**src/rtl/ufm_arbiter_pkg.sv**
```systemverilog
// Purpose : shared arbiter FSM encoding and UFM page-reader constants.
// Latency : n/a (types and constants only).
// Backpr. : n/a.
package ufm_arbiter_pkg;

  // The data byte width and default page geometry are shared with ufm_reader.
  localparam int UFM_DATA_W     = 8;
  localparam int UFM_ADDR_W     = 11;
  localparam int UFM_PAGE_BYTES = 16;

  typedef enum logic [1:0] {
    IDLE   = 2'd0,
    ISSUE  = 2'd1,
    STREAM = 2'd2,
    DRAIN  = 2'd3
  } arb_state_e;

endpackage

```
**src/rtl/ufm_arbiter_if.sv**
```systemverilog
// Purpose : bundles the requester-side and ufm_reader-side signals of the arbiter.
// Latency : n/a (wires only).
// Backpr. : ufm_ready gates new transactions; requesters hold req until gnt.
// Ports   : slave = arbiter view, master = requesters + ufm_reader view.
interface ufm_arbiter_if
  import ufm_arbiter_pkg::*;
#(
  parameter int NUM_REQ    = 2,
  parameter int ADDR_WIDTH = UFM_ADDR_W
) ();

  logic [NUM_REQ-1:0]            req;
  logic [NUM_REQ*ADDR_WIDTH-1:0] req_addr;
  logic [NUM_REQ-1:0]            gnt;
  logic [UFM_DATA_W-1:0]         data;
  logic [NUM_REQ-1:0]            data_stb;
  logic [NUM_REQ-1:0]            done;
  logic                          err;
  logic                          ufm_start;
  logic [ADDR_WIDTH-1:0]         ufm_addr;
  logic [UFM_DATA_W-1:0]         ufm_data;
  logic                          ufm_data_stb;
  logic                          ufm_ready;

  modport slave (
    input  req, req_addr, ufm_data, ufm_data_stb, ufm_ready,
    output gnt, data, data_stb, done, err, ufm_start, ufm_addr
  );

  modport master (
    output req, req_addr, ufm_data, ufm_data_stb, ufm_ready,
    input  gnt, data, data_stb, done, err, ufm_start, ufm_addr
  );

endinterface

```
**src/rtl/ufm_arbiter_rr_select.sv**
```systemverilog
// Purpose : round-robin pick of the first set req bit at or after ptr, cyclically.
// Latency : purely combinational.
// Backpr. : none; valid=0 when no request is set.
// Ports   : req (levels), ptr (start index) -> winner (index), valid.
module rr_select #(
  parameter int NUM_REQ = 2,
  parameter int IDX_W   = 1
) (
  input  logic [NUM_REQ-1:0] req,
  input  logic [IDX_W-1:0]   ptr,
  output logic [IDX_W-1:0]   winner,
  output logic               valid
);

  function automatic logic [IDX_W-1:0] wrap_idx(input logic [IDX_W-1:0] p, input int k);
    logic [IDX_W:0] s;
    s = {1'b0, p} + (IDX_W+1)'(k);
    if (s >= (IDX_W+1)'(NUM_REQ)) s = s - (IDX_W+1)'(NUM_REQ);
    return s[IDX_W-1:0];
  endfunction

  // Scan from the farthest offset back to ptr so the last hit written is the
  // closest one at or after ptr.
  always_comb begin
    winner = '0;
    valid  = 1'b0;
    for (int k = NUM_REQ - 1; k >= 0; k--) begin
      if (req[wrap_idx(ptr, k)]) begin
        winner = wrap_idx(ptr, k);
        valid  = 1'b1;
      end
    end
  end

endmodule

```
**src/rtl/ufm_arbiter.sv**
```systemverilog
// Purpose : round-robin arbiter sharing one ufm_reader among NUM_REQ page-read requesters.
// Latency : gnt/ufm_start 1 cycle after an accepted IDLE cycle; data/data_stb zero-latency pass-through.
// Backpr. : no new transaction while ufm_ready=0; pending req levels wait in IDLE until served.
// Ports   : clk, rst (sync, active-high); bus (slave modport): req/req_addr in, gnt/data/
//           data_stb/done/err out; ufm_start/ufm_addr out, ufm_data/ufm_data_stb/ufm_ready in.
module ufm_arbiter
  import ufm_arbiter_pkg::*;
#(
  parameter int NUM_REQ    = 2,
  parameter int ADDR_WIDTH = UFM_ADDR_W,
  parameter int PAGE_BYTES = UFM_PAGE_BYTES,
  parameter int TIMEOUT    = 1024
) (
  input  logic          clk,
  input  logic          rst,
  ufm_arbiter_if.slave  bus
);

  localparam int IDX_W  = (NUM_REQ > 1) ? $clog2(NUM_REQ) : 1;
  localparam int BCNT_W = $clog2(PAGE_BYTES) + 1;
  localparam int TCNT_W = $clog2(TIMEOUT) + 1;

  localparam logic [BCNT_W-1:0] LAST_BYTE = BCNT_W'(PAGE_BYTES - 1);
  localparam logic [TCNT_W-1:0] TMO_LAST  = TCNT_W'(TIMEOUT - 1);
  localparam logic [IDX_W-1:0]  LAST_IDX  = IDX_W'(NUM_REQ - 1);

  arb_state_e            state_q, state_d;
  logic [IDX_W-1:0]      owner_q, owner_d;
  logic [IDX_W-1:0]      ptr_q, ptr_d;
  logic [ADDR_WIDTH-1:0] addr_q, addr_d;
  logic [BCNT_W-1:0]     bcnt_q, bcnt_d;
  logic [TCNT_W-1:0]     tcnt_q, tcnt_d;

  logic [IDX_W-1:0]      rr_winner;
  logic                  rr_valid;
  logic [ADDR_WIDTH-1:0] win_addr;
  logic [IDX_W-1:0]      next_ptr;
  logic [NUM_REQ-1:0]    owner_oh;

  logic [NUM_REQ-1:0]    gnt_c, stb_c, done_c;
  logic                  err_c, start_c;
  logic [UFM_DATA_W-1:0] data_c;

  rr_select #(
    .NUM_REQ (NUM_REQ),
    .IDX_W   (IDX_W)
  ) u_rr_select (
    .req    (bus.req),
    .ptr    (ptr_q),
    .winner (rr_winner),
    .valid  (rr_valid)
  );

  // Address of the current round-robin winner, sampled only on acceptance.
  always_comb begin
    win_addr = '0;
    for (int i = 0; i < NUM_REQ; i++) begin
      if (rr_winner == IDX_W'(i)) win_addr = bus.req_addr[i*ADDR_WIDTH +: ADDR_WIDTH];
    end
  end

  assign owner_oh = NUM_REQ'(1) << owner_q;
  assign next_ptr = (owner_q == LAST_IDX) ? '0 : owner_q + IDX_W'(1);

  always_comb begin
    state_d = state_q;
    owner_d = owner_q;
    ptr_d   = ptr_q;
    addr_d  = addr_q;
    bcnt_d  = bcnt_q;
    tcnt_d  = tcnt_q;
    gnt_c   = '0;
    stb_c   = '0;
    done_c  = '0;
    err_c   = 1'b0;
    start_c = 1'b0;
    data_c  = '0;

    case (state_q)
      IDLE: begin
        if (bus.ufm_ready && rr_valid) begin
          owner_d = rr_winner;
          addr_d  = win_addr;
          state_d = ISSUE;
        end
      end

      ISSUE: begin
        start_c = 1'b1;
        gnt_c   = owner_oh;
        bcnt_d  = '0;
        tcnt_d  = '0;
        state_d = STREAM;
      end

      STREAM: begin
        data_c = bus.ufm_data;
        tcnt_d = tcnt_q + TCNT_W'(1);
        // Abort wins over a strobe landing in the same cycle.
        if (tcnt_q == TMO_LAST) begin
          done_c  = owner_oh;
          err_c   = 1'b1;
          ptr_d   = next_ptr;
          state_d = IDLE;
        end else if (bus.ufm_data_stb) begin
          stb_c  = owner_oh;
          bcnt_d = bcnt_q + BCNT_W'(1);
          if (bcnt_q == LAST_BYTE) state_d = DRAIN;
        end
      end

      DRAIN: begin
        tcnt_d = tcnt_q + TCNT_W'(1);
        // A reader that has gone idle completes normally even on the last timeout cycle.
        if (bus.ufm_ready || (tcnt_q == TMO_LAST)) begin
          done_c  = owner_oh;
          err_c   = !bus.ufm_ready;
          ptr_d   = next_ptr;
          state_d = IDLE;
        end
      end

      default: state_d = IDLE;
    endcase
  end

  always_ff @(posedge clk) begin
    if (rst) begin
      state_q <= IDLE;
      owner_q <= '0;
      ptr_q   <= '0;
      addr_q  <= '0;
      bcnt_q  <= '0;
      tcnt_q  <= '0;
    end else begin
      state_q <= state_d;
      owner_q <= owner_d;
      ptr_q   <= ptr_d;
      addr_q  <= addr_d;
      bcnt_q  <= bcnt_d;
      tcnt_q  <= tcnt_d;
    end
  end

  // Pulses are combinational from state; rst forces them quiet even before the
  // state register has been cleared.
  assign bus.gnt       = rst ? '0   : gnt_c;
  assign bus.data_stb  = rst ? '0   : stb_c;
  assign bus.done      = rst ? '0   : done_c;
  assign bus.err       = rst ? 1'b0 : err_c;
  assign bus.ufm_start = rst ? 1'b0 : start_c;
  assign bus.data      = rst ? '0   : data_c;
  assign bus.ufm_addr  = addr_q;

endmodule

```
**src/flat_wrapper.sv**
```systemverilog
// flat-port wrapper written by rule: the top's interface ports become plain ports
module ufm_arbiter_flat import ufm_arbiter_pkg::*;
#(
  parameter int NUM_REQ    = 2,
  parameter int ADDR_WIDTH = UFM_ADDR_W,
  parameter int PAGE_BYTES = UFM_PAGE_BYTES,
  parameter int TIMEOUT    = 1024
)
  (clk, rst, bus_req, bus_req_addr, bus_ufm_data, bus_ufm_data_stb, bus_ufm_ready, bus_gnt, bus_data, bus_data_stb, bus_done, bus_err, bus_ufm_start, bus_ufm_addr);
  ufm_arbiter_if #(.NUM_REQ(NUM_REQ), .ADDR_WIDTH(ADDR_WIDTH)) bus_i ();
  input  logic clk;
  input  logic rst;
  input wire logic [$bits(bus_i.req)-1:0] bus_req;
  input wire logic [$bits(bus_i.req_addr)-1:0] bus_req_addr;
  input wire logic [$bits(bus_i.ufm_data)-1:0] bus_ufm_data;
  input wire logic [$bits(bus_i.ufm_data_stb)-1:0] bus_ufm_data_stb;
  input wire logic [$bits(bus_i.ufm_ready)-1:0] bus_ufm_ready;
  output wire logic [$bits(bus_i.gnt)-1:0] bus_gnt;
  output wire logic [$bits(bus_i.data)-1:0] bus_data;
  output wire logic [$bits(bus_i.data_stb)-1:0] bus_data_stb;
  output wire logic [$bits(bus_i.done)-1:0] bus_done;
  output wire logic [$bits(bus_i.err)-1:0] bus_err;
  output wire logic [$bits(bus_i.ufm_start)-1:0] bus_ufm_start;
  output wire logic [$bits(bus_i.ufm_addr)-1:0] bus_ufm_addr;
  assign bus_i.req = bus_req;
  assign bus_i.req_addr = bus_req_addr;
  assign bus_i.ufm_data = bus_ufm_data;
  assign bus_i.ufm_data_stb = bus_ufm_data_stb;
  assign bus_i.ufm_ready = bus_ufm_ready;
  assign bus_gnt = bus_i.gnt;
  assign bus_data = bus_i.data;
  assign bus_data_stb = bus_i.data_stb;
  assign bus_done = bus_i.done;
  assign bus_err = bus_i.err;
  assign bus_ufm_start = bus_i.ufm_start;
  assign bus_ufm_addr = bus_i.ufm_addr;
  ufm_arbiter #(.NUM_REQ(NUM_REQ), .ADDR_WIDTH(ADDR_WIDTH), .PAGE_BYTES(PAGE_BYTES), .TIMEOUT(TIMEOUT)) u_core (.clk(clk), .rst(rst), .bus(bus_i));
endmodule
```
**config.mk**
```make
export PLATFORM = sky130hd
export DESIGN_NAME = ufm_arbiter_flat
export DESIGN_NICKNAME = d
export VERILOG_FILES = /design/src/rtl/ufm_arbiter_pkg.sv /design/src/rtl/ufm_arbiter_if.sv /design/src/rtl/ufm_arbiter_rr_select.sv /design/src/rtl/ufm_arbiter.sv /design/src/flat_wrapper.sv
export SDC_FILE = /design/constraint.sdc
export NUM_CORES = 1
export LEC_CHECK = 0
export CAP_MARGIN = 40
export CORE_ASPECT_RATIO = 1.1
export CORE_MARGIN = 4
export CORE_UTILIZATION = 40
export DETAILED_ROUTE_END_ITERATION = 16
export PLACE_DENSITY = 0.76
export SLEW_MARGIN = 20
export SYNTH_ARGS = -nofsm -noshare
export SYNTH_HDL_FRONTEND = slang
export SYNTH_SLANG_ARGS = --single-unit
export TNS_END_PERCENT = 30
```
**constraint.sdc**
```tcl
create_clock -name clk -period 1.7 [get_ports clk]
set_clock_uncertainty 0.1 [all_clocks]
set_input_delay 0.34 -clock clk [delete_from_list [all_inputs] [get_ports clk]]
set_output_delay 0.34 -clock clk [all_outputs]
set_load 0.03 [all_outputs]
```
==> summary.md <==
| Metric | Value |
|---|---|
| Status | `finished with violations` |
| Failing checks | `setup timing` |
| Share of the synthesized area in the top cell type | `37.0%` |
| Achievable Freq | `479 MHz` |
| #FFs+latches synth | `31` |
| Leading area contributor after synthesis | `dfxtp_1` |
| First-pass GRT wire length | `8440 um` |
| Clk pin slew, worst setup/hold paths | `0.06 ns` |
| Critical Path AT | `1.65 ns` |
| CORE AREA | `3990 um^2` |
| Power per cell area | `661 nW/um^2` |
| Startpoint Class | `flip-flop` |
| Critical-path top delay cell | `dfxtp_2` |
| DRC viols | `0` |
| CTS sink count | `31` |
| Dpl hpwl | `3660 um` |
| Max-cap violation count | `0` |
| Initial core utilization | `42.0%` |
| Post-DR wirelength/cell | `15.5 um` |
| CTS HTree Levels | `2` |
| Peak supply drop | `0.000577 V` |
| Top delay family on crit path | `simple AND/OR/NAND/NOR gates` |
| Fin crit share | `123%` |
| Critical Path Fanout Max | `3` |
| Post-Synthesis Cell Area | `1680 um^2` |
| Antenna cells | `0` |
| Initial antenna violation count | `0` |
| Fin. max-slew vios | `0` |
| CTS tree | `done` |
| Mean area per synthesized cell | `8.93 um^2` |
| Clock Path Buffers | `2` |
| Unrepaired setup endpoints after global routing | `yes` |
| Layout area overhead | `69.9%` |
| Reg2reg setup slack | `-0.10 ns` |
| Post-synth ARST share | `0%` |
| Synth top area cells | `dfxtp_1 (37%), mux2i_1 (7.2%), a211oi_1 (5.4%)` |
| Crit. End Element | `primary output` |
| Detailed-route wire length | `5230 um` |
| Rows | `24` |
| Distinct cells, synth | `46` |
| Tot GR Track Use | `20.2%` |
| Worst Hold Slack | `0.394 ns` |
| I/O pin count | `63` |
| Setup ws final | `-0.389 ns` |
| Worst rel slew slack | `77.2%` |
| Seq/Total Area, Yosys | `37.0%` |
| Post-Layout Cell Count | `337` |
| Die Footprint | `5300 um^2` |
| Clock Latency Late Sink | `0.29 ns` |
| Least-Margin Pin Slew | `0.338 ns` |
| Grt ovf | `0` |
| Power, Total | `1.88 mW` |
| Buffers & Inverters on Critical Path | `1` |
| Placed Instances | `322` |
| Max stage delay on crit path | `0.35 ns` |
| HP Class | `flip-flop to flip-flop` |
| Min cycle time layout | `2.09 ns` |
| Final Wtd Congestion | `0.767` |
| Number of synthesized flops with an enable pin | `0` |
| Layout cells sized above 1 | `34.4%` |
| Drt pass-1 iters | `4` |
| Vias in the first global route | `1726` |
| Util after Layout | `71.4%` |
| Largest net degree at the start of global routing | `24` |
| CTS root buf | `clkbuf_8` |
| Routed Antenna Nets | `0` |
| Vias per std cell | `5.25` |
| Final setup violation count | `17` |
| Crit path cell chain | `ha_4 > nand4b_4 > o31ai_4 > nor3b_2 > buf_4` |
| Critical Path RT | `1.26 ns` |
| Top_reg_cell synth | `dfxtp_1` |
| Static leakage | `1.24 nW` |
| Synth Instances | `188` |
| Die height | `76.0 um` |
| Final Hold Vio Count | `0` |
| Initial DRC count | `51` |
| Mapped Nets | `227` |
| WS Path Type | `flip-flop to primary output` |
| Via Count | `1768` |
| Yosys warnings | `0` |
| IO Port Bufs | `62` |
| CTS Buf Count | `5` |
| Layout net count | `323` |
| Die width | `69.8 um` |
## worst paths after layout
check / from / endpoint / depth (start not counted)
max: u_core.tcnt_q[0] / bus_done[1] / 5
min: u_core.bus.ufm_addr[4] / u_core.bus.ufm_addr[4] / 2
max reg2reg: u_core.tcnt_q[0] / u_core.bcnt_q[3] / 7
min reg2reg: u_core.bus.ufm_addr[4] / u_core.bus.ufm_addr[4] / 2
## synth_stat cells (5+ instances only)
cell type,number
or3_1,5
dfxtp_1,31
inv_1,5
o211ai_1,5
a21oi_1,12
nor2_1,20
and2_1,9
nand3_1,6
clkbuf_1,7
a211oi_1,12
mux2i_1,12
nand2_1,7
## flip-flops by register name, indices dropped and copies added, names as in the netlist
name                 flops
u_core.tcnt_q           11
u_core.bcnt_q            5
u_core.state_q           2
u_core.owner_q           1
u_core.bus.ufm_addr     11
u_core.ptr_q             1
## where the power goes
part           internal (mW)  switching, mW  total [mW]  leakage (nW)
registers              0.761         0.0206       0.782         0.256
logic                  0.230          0.228       0.458         0.930
clock network          0.369          0.276       0.645        0.0515
## cells in the final DEF (no fill, tap or decap), types with 3 or more instances in the layout
cell type,instances
dfxtp_1,24
mux2_1,3
nand3_1,6
or3_1,4
clkdlybuf4s50_1,34
a211oi_1,12
a21oi_1,11
and2_4,4
mux2i_1,12
nand2_1,7
o211ai_1,5
inv_1,5
and2_1,5
buf_6,14
buf_12,3
buf_4,39
dfxtp_2,6
dlygate4sd2_1,12
clkbuf_8,7
nor2_1,19
## cells by family (layout without fill, tap and decap cells)
| logic type | count (synthesis) | in the layout | share of synthesized area, % |
|---|---|---|---|
| AOI/OAI and AO/OA | 43 | 43 | 19.2 |
| xor gates and xnor gates | 2 | 2 | 1.04 |
| adders and majority gates | 3 | 3 | 2.24 |
| buffers and inverters | 18 | 115 | 4.77 |
| DFF | 31 | 31 | 37.0 |
| muxes | 16 | 16 | 9.84 |
| and+or+nand+nor | 75 | 75 | 26.0 |
## worst min-delay path: stages (launching register included)
cell,delay (ns)
dfxtp_1,0.31
nor2_1,0.09
a211oi_1,0.05
## stage by stage
stage               worst slack, ns  cell area [um^2]  TNS [ns]
global route                 -0.423              2850     -3.41
detailed placement           -0.290              2620     -4.30
CTS                          -0.400              2820     -2.51
floorplan                    -0.114              1750     -1.06
finish                       -0.389              2850     -2.33
global placement             -0.211              2620     -3.42
## layer usage
metal	vias to the layer above	routed length, um	global-route usage, %
li1	886	-	-
met1	826	1970	21.5
met2	43	2950	37.7
met3	13	185	4.76
met4	0	119	7.47
met5	-	0	0
## cell type report
class	count	area (um^2)
Clock buffer	8	100
Fill cell	289	1140
Inverter	5	18.8
Multi-Input combinational cell	139	1080
Sequential cell	31	632
Tap cell	52	65.1
Timing Repair Buffer	102	956
## timing repair
| item | CTS | global route |
|---|---|---|
| hold endpoints to repair | 0 | 0 |
| hold buffers | 0 | 0 |
| gates cloned | 0 | 0 |
| endpoints found under the setup margin | 31 | 22 |
| pin swaps | 6 | 5 |
| setup buffers | 5 | 2 |
| gates resized for setup | 37 | 6 |
No activity file was read; power rests on OpenSTA's default activity.
